File: src/rtl/perm_round_sequencer_pkg.sv
// -----------------------------------------------------------------------------
// perm_round_sequencer_pkg
// Shared definitions for the permutation round sequencer:
//   - default round/step counts
//   - FSM state encoding
//   - registered control-output bundle and its per-state decode
// No ports (package).
// -----------------------------------------------------------------------------
package perm_round_sequencer_pkg;

    localparam int DEF_ROUNDS = 24;
    localparam int DEF_STEPS  = 5;
    localparam int DEF_BLK_W  = 8;

    typedef enum logic [2:0] {
        S_IDLE,
        S_INIT,
        S_REQUEST,
        S_LOAD,
        S_COMPUTE,
        S_INFORM,
        S_FINISH
    } state_t;

    typedef struct packed {
        logic ready;
        logic in_ready;
        logic ld_reg;
        logic sel_res;
        logic out_valid;
        logic done;
    } ctl_t;

    // Moore output decode; evaluated on the next state so the outputs can be
    // registered and line up with the state they belong to.
    function automatic ctl_t decode_ctl(input state_t s);
        ctl_t c;
        c = '0;
        case (s)
            S_IDLE:    c.ready     = 1'b1;
            S_REQUEST: c.in_ready  = 1'b1;
            S_LOAD:    c.ld_reg    = 1'b1;
            S_COMPUTE: begin
                c.ld_reg  = 1'b1;
                c.sel_res = 1'b1;
            end
            S_INFORM:  c.out_valid = 1'b1;
            S_FINISH:  c.done      = 1'b1;
            default:   c = '0;
        endcase
        return c;
    endfunction

endpackage

File: src/rtl/perm_round_sequencer_counter.sv
// -----------------------------------------------------------------------------
// perm_round_sequencer_counter
// Wrapping counter with a run-time terminal value.
//   clk   in   clock
//   rst   in   synchronous active-high reset
//   clr   in   synchronous clear (priority over en)
//   en    in   advance by one; wraps to 0 after reaching last
//   last  in   terminal value (modulus - 1)
//   cnt   out  current count
//   co    out  high while cnt == last (wrap happens on the next enabled edge)
// -----------------------------------------------------------------------------
module perm_round_sequencer_counter #(
    parameter int W = 8
) (
    input  logic         clk,
    input  logic         rst,
    input  logic         clr,
    input  logic         en,
    input  logic [W-1:0] last,
    output logic [W-1:0] cnt,
    output logic         co
);

    assign co = (cnt == last);

    always_ff @(posedge clk) begin
        if (rst || clr) begin
            cnt <= '0;
        end else if (en) begin
            cnt <= co ? '0 : cnt + W'(1);
        end
    end

endmodule

File: src/rtl/perm_round_sequencer.sv
// -----------------------------------------------------------------------------
// perm_round_sequencer
// Controller for the iterative permutation datapath. For each of cfgBlocks
// blocks: accept a block (inValid/inReady), run ROUNDS x STEPS datapath steps,
// then present the result (outValid/outAck). Pulses done when the whole
// message is finished; abort returns to Idle from any state.
//   clk        in   clock
//   rst        in   synchronous active-high reset (priority over abort)
//   start      in   begin a message (Idle only)
//   abort      in   return to Idle from any state
//   cfgBlocks  in   number of blocks, latched at start
//   inValid    in   source offers a block
//   inReady    out  controller accepts a block
//   ldReg      out  load the state register
//   selRes     out  0: load input block, 1: load step result
//   stepSel    out  datapath step within the round
//   roundIdx   out  round index (round-constant select)
//   blockIdx   out  0-based block index
//   outValid   out  result available
//   outAck     in   sink consumed the result
//   ready      out  controller idle
//   done       out  one-cycle pulse on normal completion
// -----------------------------------------------------------------------------
module perm_round_sequencer
    import perm_round_sequencer_pkg::*;
#(
    parameter int ROUNDS = DEF_ROUNDS,
    parameter int STEPS  = DEF_STEPS,
    parameter int BLK_W  = DEF_BLK_W,
    localparam int RND_W  = $clog2(ROUNDS),
    localparam int STEP_W = $clog2(STEPS)
) (
    input  logic              clk,
    input  logic              rst,
    input  logic              start,
    input  logic              abort,
    input  logic [BLK_W-1:0]  cfgBlocks,
    input  logic              inValid,
    output logic              inReady,
    output logic              ldReg,
    output logic              selRes,
    output logic [STEP_W-1:0] stepSel,
    output logic [RND_W-1:0]  roundIdx,
    output logic [BLK_W-1:0]  blockIdx,
    output logic              outValid,
    input  logic              outAck,
    output logic              ready,
    output logic              done
);

    state_t           state;
    state_t           nxt;
    ctl_t             ctl;
    logic [BLK_W-1:0] cfg_latched;
    logic             step_co;
    logic             round_co;
    logic             blk_co;
    logic             in_compute;

    assign in_compute = (state == S_COMPUTE);

    // Step and round counters only move in Compute; the final step wraps both
    // to zero on the same edge that leaves Compute, so they read 0 elsewhere.
    perm_round_sequencer_counter #(.W(STEP_W)) u_step (
        .clk  (clk),
        .rst  (rst),
        .clr  (abort),
        .en   (in_compute),
        .last (STEP_W'(STEPS - 1)),
        .cnt  (stepSel),
        .co   (step_co)
    );

    perm_round_sequencer_counter #(.W(RND_W)) u_round (
        .clk  (clk),
        .rst  (rst),
        .clr  (abort),
        .en   (in_compute && step_co),
        .last (RND_W'(ROUNDS - 1)),
        .cnt  (roundIdx),
        .co   (round_co)
    );

    // Block counter terminates at the latched count minus one. It is cleared
    // in Init and Finish so it starts each message at 0 and reads 0 in Idle.
    perm_round_sequencer_counter #(.W(BLK_W)) u_block (
        .clk  (clk),
        .rst  (rst),
        .clr  (abort || state == S_INIT || state == S_FINISH),
        .en   (state == S_INFORM && outAck && !blk_co),
        .last (cfg_latched - BLK_W'(1)),
        .cnt  (blockIdx),
        .co   (blk_co)
    );

    always_comb begin
        nxt = state;
        case (state)
            S_IDLE:    if (start) nxt = S_INIT;
            S_INIT:    nxt = (cfg_latched == '0) ? S_FINISH : S_REQUEST;
            S_REQUEST: if (inValid) nxt = S_LOAD;
            S_LOAD:    nxt = S_COMPUTE;
            S_COMPUTE: if (step_co && round_co) nxt = S_INFORM;
            S_INFORM:  if (outAck) nxt = blk_co ? S_FINISH : S_REQUEST;
            S_FINISH:  nxt = S_IDLE;
            default:   nxt = S_IDLE;
        endcase
        if (abort) nxt = S_IDLE;
    end

    always_ff @(posedge clk) begin
        if (rst) begin
            state       <= S_IDLE;
            ctl         <= decode_ctl(S_IDLE);
            cfg_latched <= '0;
        end else begin
            state <= nxt;
            ctl   <= decode_ctl(nxt);
            if (state == S_IDLE && start && !abort) begin
                cfg_latched <= cfgBlocks;
            end
        end
    end

    assign ready    = ctl.ready;
    assign inReady  = ctl.in_ready;
    assign ldReg    = ctl.ld_reg;
    assign selRes   = ctl.sel_res;
    assign outValid = ctl.out_valid;
    assign done     = ctl.done;

endmodule

File: config.mk
export PLATFORM = sky130hd
export DESIGN_NAME = perm_round_sequencer
export DESIGN_NICKNAME = d
export VERILOG_FILES = /design/src/rtl/perm_round_sequencer_pkg.sv /design/src/rtl/perm_round_sequencer_counter.sv /design/src/rtl/perm_round_sequencer.sv
export SDC_FILE = /design/constraint.sdc
export NUM_CORES = 1
export LEC_CHECK = 0
export CORE_MARGIN = 10
export CORE_UTILIZATION = 32
export CTS_CLUSTER_SIZE = 8
export DETAILED_ROUTE_END_ITERATION = 7
export PLACE_DENSITY_LB_ADDON = 0.3
export SKIP_CTS_REPAIR_TIMING = 1
export SLEW_MARGIN = 0
export SYNTH_ARGS = -nofsm -noshare
export SYNTH_HDL_FRONTEND = slang
export SYNTH_HIERARCHICAL = 1
export SYNTH_SLANG_ARGS = --single-unit
File: constraint.sdc
create_clock -name clk -period 5.1 [get_ports clk]
set_input_delay 1.02 -clock clk [delete_from_list [all_inputs] [get_ports clk]]
set_output_delay 1.02 -clock clk [all_outputs]
set_load 0.01 [all_outputs]
# Word level (Yosys, flattened, before mapping)
# Cells that the tools add are included.
# op_classes
n_addsub	4
n_eq_ne	14
muxes	17
n_reduce_logical	16
# op_table
operator	count
$mux W3	8
$eq A3 B3 Y1 const B	7
$pmux W3 S6	1
$eq A3 B2 Y1 const B	4
$add A8 B1 Y8 const B	1
$eq A8 B8 Y1	1
$logic_not A8 Y1	1
$mux W8	1
$sub A8 B1 Y8 const B	1
$logic_and A1 B1 Y1	6
$logic_not A3 Y1	2
$mux W1	6
$add A5 B1 Y5 const B	1
$eq A5 B5 Y1 const B	1
$mux W5	1
$logic_or A1 B1 Y1	4
$add A3 B1 Y3 const B	1
$eq A3 B1 Y1 const B	1
$logic_not A1 Y1	2
$reduce_or A2 Y1	1
# totals
ff_bits	33
in_bits	14
out_inout_bits	22
elab_cells	62

# Logic depth before layout (Yosys ltp)
# depth
depth_word	9
depth_mapped	14
depth_no_buf	13

# By module
# Netlist, hierarchy kept.
# modules_own_cells
module	instances	cells_per_inst	area_per_inst_um2	seq_area_each_um2
perm_round_sequencer	1	105	914.6	340.3
perm_round_sequencer_counter at u_block	1	49	447.9	160.2
perm_round_sequencer_counter at u_round	1	39	345.3	100.1
perm_round_sequencer_counter at u_step	1	20	180.2	60.1

# Least setup slack after synthesis
# Ideal clock, no wire load.
# synth_timing
kind	flip-flop to flip-flop
from	register cfg_latched[0]
to	register u_block.cnt[7]
setup_ps	128
arrival_time_ps	2272
required_ps	4972
slack_ps	2700
path_stages_with_launch	15
n_path_buf	1
synth_period_minus_slack_ps	2400
cell_sequence	dfxtp_1 inv_1 ha_1 nor3b_1 xor2_1 xnor2_1 nand4_1 nor2_1 nand3b_1 nor2b_1 clkbuf_8 nand4_1 nor3_1 xnor2_1 nor2_1
# synth_between
elab_chain_cells	4
elab_cells_between_ends	5
cone_classes	add/sub (1); eq/ne (1); mux (1); reduce/logical (2)
# synth_lines
element	line	source
start, declared	perm_round_sequencer.sv:54	logic [BLK_W-1:0] cfg_latched;
start signal, assigned	perm_round_sequencer.sv:120	cfg_latched <= cfgBlocks;
$sub A8 B1 Y8 (*)	perm_round_sequencer.sv:91	.last (cfg_latched - BLK_W'(1)),
$eq A8 B8 Y1 (*)	perm_round_sequencer_counter.sv:24	assign co = (cnt == last);
via blk_co	perm_round_sequencer.sv:57	logic blk_co;
$logic_not A1 Y1	perm_round_sequencer.sv:90	.en (state == S_INFORM && outAck && !blk_co),
$logic_and A1 B1 Y1	perm_round_sequencer.sv:90	
end signal, assigned	perm_round_sequencer_counter.sv:30	cnt <= co ? '0 : cnt + W'(1);
end, declared	perm_round_sequencer_counter.sv:20	output logic [W-1:0] cnt,
# The timed path passes the listed nets; every way through them passes the cells marked *.
# A chain may end at the register's enable or synchronous reset.

# Final worst setup path
# Ends and elaborated chain as after synthesis.

==> flow_summary.toml <==
[worst_setup_path]
startpoint_class_of_the_critical_path = "flip-flop"
critPathSlowestCell = "nor2b_1"
crit_path_max_fanout = 7
cp-startpoint = "cfg_latched[0]$_SDFFE_PP0P_"
crit_path_capture_type = "flip-flop"
cp_cell_instances = "inv_1 > ha_1 > nor3b_1 > xor2_1 > xnor2_1 > nand4_1 > nor2_1 > nand3b_1 > nor2b_1 > nand4_1 > nor3_1 > xnor2_1 > nor2_1"
worst_r2r_startpoint = "cfg_latched[0]$_SDFFE_PP0P_"
crit_type = "flip-flop to flip-flop"
critPathMaxStageDelay_ns = 0.43
timing.critical_path.required_ns = 5.26
crit_arrival_ns = 3.01

[layout]
area_delta_synth_final_pct = 26.1
finish.net_count = 274
drive_gt1_frac = 0.0664
post-route-cell-area_um2 = 2380
filler_cell_count = 566
diodes_inserted = 0

[routing]
via_per_inst = 4.69
route.detailed.wl_per_inst_um = 12.3
dr_total_vias = 1537
drt_first_pass_iters = 4
drc = 0
detail-route-antenna-nets = 0
dr.first_iter.drc_count = 62
totalWireLength_um = 4020

[cts]
cts_buffers = 5
cts_tree = "done"
clockRootBuffer = "clkbuf_8"
htree_num_levels = 2
worstSkewPairLatency_ns = 0.29
total_number_of_clock_tree_sinks = 33
cts_max_path_buffers = 2
clk_pin_slew_worst_paths_ns = 0.06

[sta]
layout_worst_path_cycle_share = 0.559
report.final.setup_viol = 0
finClkSkew_ns = 0.00775
finalSetupTns_ns = 0
slew_headroom = 0.522
post-route-worst-setup-slack_ns = 2.25
clock.fmax_mhz = 351
finalHoldViolCount = 0
fin_crit_ns = 2.85
rsz_0062_raised_after_global_routing = "no"
slew_viol_final = 0
worst-slew-pin-transition_ns = 0.712

[synthesis]
syn_area_um2 = 1890
synth_enable_flop_cells = 0
synth.yosys.seq_area_share = 0.350
synth_top_family_by_area = "simple AND/OR/NAND/NOR gates"
ys_seq_elements = 33
yosysWarningCount = 6
netlist-cell-type-count = 40
synth-main-ff-cell = "dfxtp_1"
synthMuxAreaShare = 0.0583
syn_avg_cell_area_um2 = 8.86
synth-xor-area-share = 0.135
synth_compound_area_frac = 0.0888
post_synth_and_or_nand_nor_area_fraction = 0.285
synthesis.instances = 213
synth_adder_area_share = 0.0331
post_synth_arst_share = 0

[global_route]
grt.overflow.total = 0
grt_use_met3 = 0.0348
gr-max-usage-layer = "met2"
gr-usage-all-layers = 0.0882
global_route.usage.met1 = 0.106
grt_pass1_wl_um = 7090
via_count_of_the_first_global_routing_pass = 1499
grt_antenna_before_repair = 0
gr_layer_usage_met2 = 0.138
largest_net_degree_at_the_start_of_global_routing = 16

[floorplanning]
die_x_um = 96.8
start_util = 0.337
floorplan.io_pins = 36
die_y_um = 96.8
core_area_um2 = 5610
row_count = 27
die_outline_area_um2 = 9370

[job]
maxCapViolCount = 0

[power_and_ir_drop]
ir_worst_vdd_mv = 0.0999
total_leakage_power_nw = 0.889
p_per_area_nw_per_um2 = 227

[status]
outcome = "finished clean"

[hold_path]
holdCritPathClass = "flip-flop to flip-flop"
critical_hold_path_startpoint = "cfg_latched[6]$_SDFFE_PP0P_"

[place]
numPortBuffers = 35
detailed_place_hpwl_um = 3080
placed_area_um2 = 2300
dpl_worst_slack_ns = 2.23
place.gp.congestion = 0.761
## cells by family (layout without fill, tap and decap cells)
logic type | count (synthesis) | after routing
flip-flops | 33 | 33
buffers and inverters | 16 | 53
XOR/XNOR | 29 | 29
AND/OR/NAND/NOR | 94 | 94
adder cells (fa/ha/maj) | 5 | 5
multiplexers | 11 | 11
other | 2 | 8
AO/OA/AOI/OAI | 23 | 23
## Yosys cell counts (all sizes together) (8+ instances only)
cell	instances	area, um^2
o21ai	8	43.8
xor2	16	140
mux2i	11	110
nand3	8	40.0
xnor2	13	114
inv	10	37.5
nand2	13	48.8
nor2	31	116
nor3	9	65.1
dfxtp	33	661
nand3b	8	60.1
## final cells by class
class                           instances  area [um^2]  share of cell area
Timing Repair Buffer                   35          350               0.147
Tap cell                               72         90.1              0.0378
Sequential cell                        33          661               0.277
Clock buffer                            8         80.1              0.0336
Multi-Input combinational cell        170         1160               0.488
Inverter                               10         37.5              0.0158
## worst paths after layout
path / end / slack, ns / depth (start not counted)
setup / recovery: u_block/cnt[7]$_SDFFE_PP0P_ / 2.25 / 13
hold / removal: cfg_latched[6]$_SDFFE_PP0P_ / 0.55 / 2
setup reg to reg: u_block/cnt[7]$_SDFFE_PP0P_ / 2.25 / 13
hold reg to reg: cfg_latched[6]$_SDFFE_PP0P_ / 0.55 / 2
## flip-flops by register name (all words and copies together), names as in the netlist, 3 cells and up
register,cells
state,3
u_step/cnt,3
u_round/cnt,5
cfg_latched,8
u_block/cnt,8
## where the power goes
group / total [mW] / internal (mW) / switching (mW)
Clock: 0.187 / 0.0969 / 0.0901
Combinational: 0.0828 / 0.0415 / 0.0413
Sequential: 0.270 / 0.263 / 0.00694
Total: 0.540 / 0.402 / 0.138
## worst max-delay path: cells and delay by family, from the launching register on
family,cells,cell delay [ns]
XOR/XNOR,3,0.43
AND/OR/NAND/NOR,8,1.63
adder cells (fa/ha/maj),1,0.23
buffers and inverters,1,0.11
flip-flops,1,0.33
## layout by cell type, fill, tap and decap left out, drive strengths merged, types with 3 or more instances in the layout
cell type / netlist / final
a21oi: 3 / 3
clkbuf: 2 / 8
clkdlybuf4s50: 0 / 35
conb: 2 / 8
dfxtp: 33 / 33
ha: 5 / 5
inv: 10 / 10
mux2i: 11 / 11
nand2: 13 / 13
nand2b: 5 / 5
nand3: 8 / 8
nand3b: 8 / 8
nand4: 5 / 5
nor2: 31 / 31
nor3: 9 / 9
nor3b: 3 / 3
o211ai: 3 / 3
o21ai: 8 / 8
xnor2: 13 / 13
xor2: 16 / 16
## through the flow
stage / power [mW] / utilization / hold slack, ns / cells
global route: 0.572 / 0.425 / 0.582 / 328
detailed placement: 0.359 / 0.410 / 0.541 / 320
finish: 0.540 / 0.425 / 0.546 / 328
CTS: 0.549 / 0.425 / 0.550 / 328
global placement: 0.359 / 0.410 / 0.530 / 320
floorplan: 0.335 / - / 0.503 / 219
## layer usage
metal  part of all wire  vias to the layer above
li1                   -                      804
met5                  0                        -
met3              0.063                        6
met1               0.47                      694
met2               0.46                       33
met4             0.0080                        0
(Power assumes the default switching activity.)
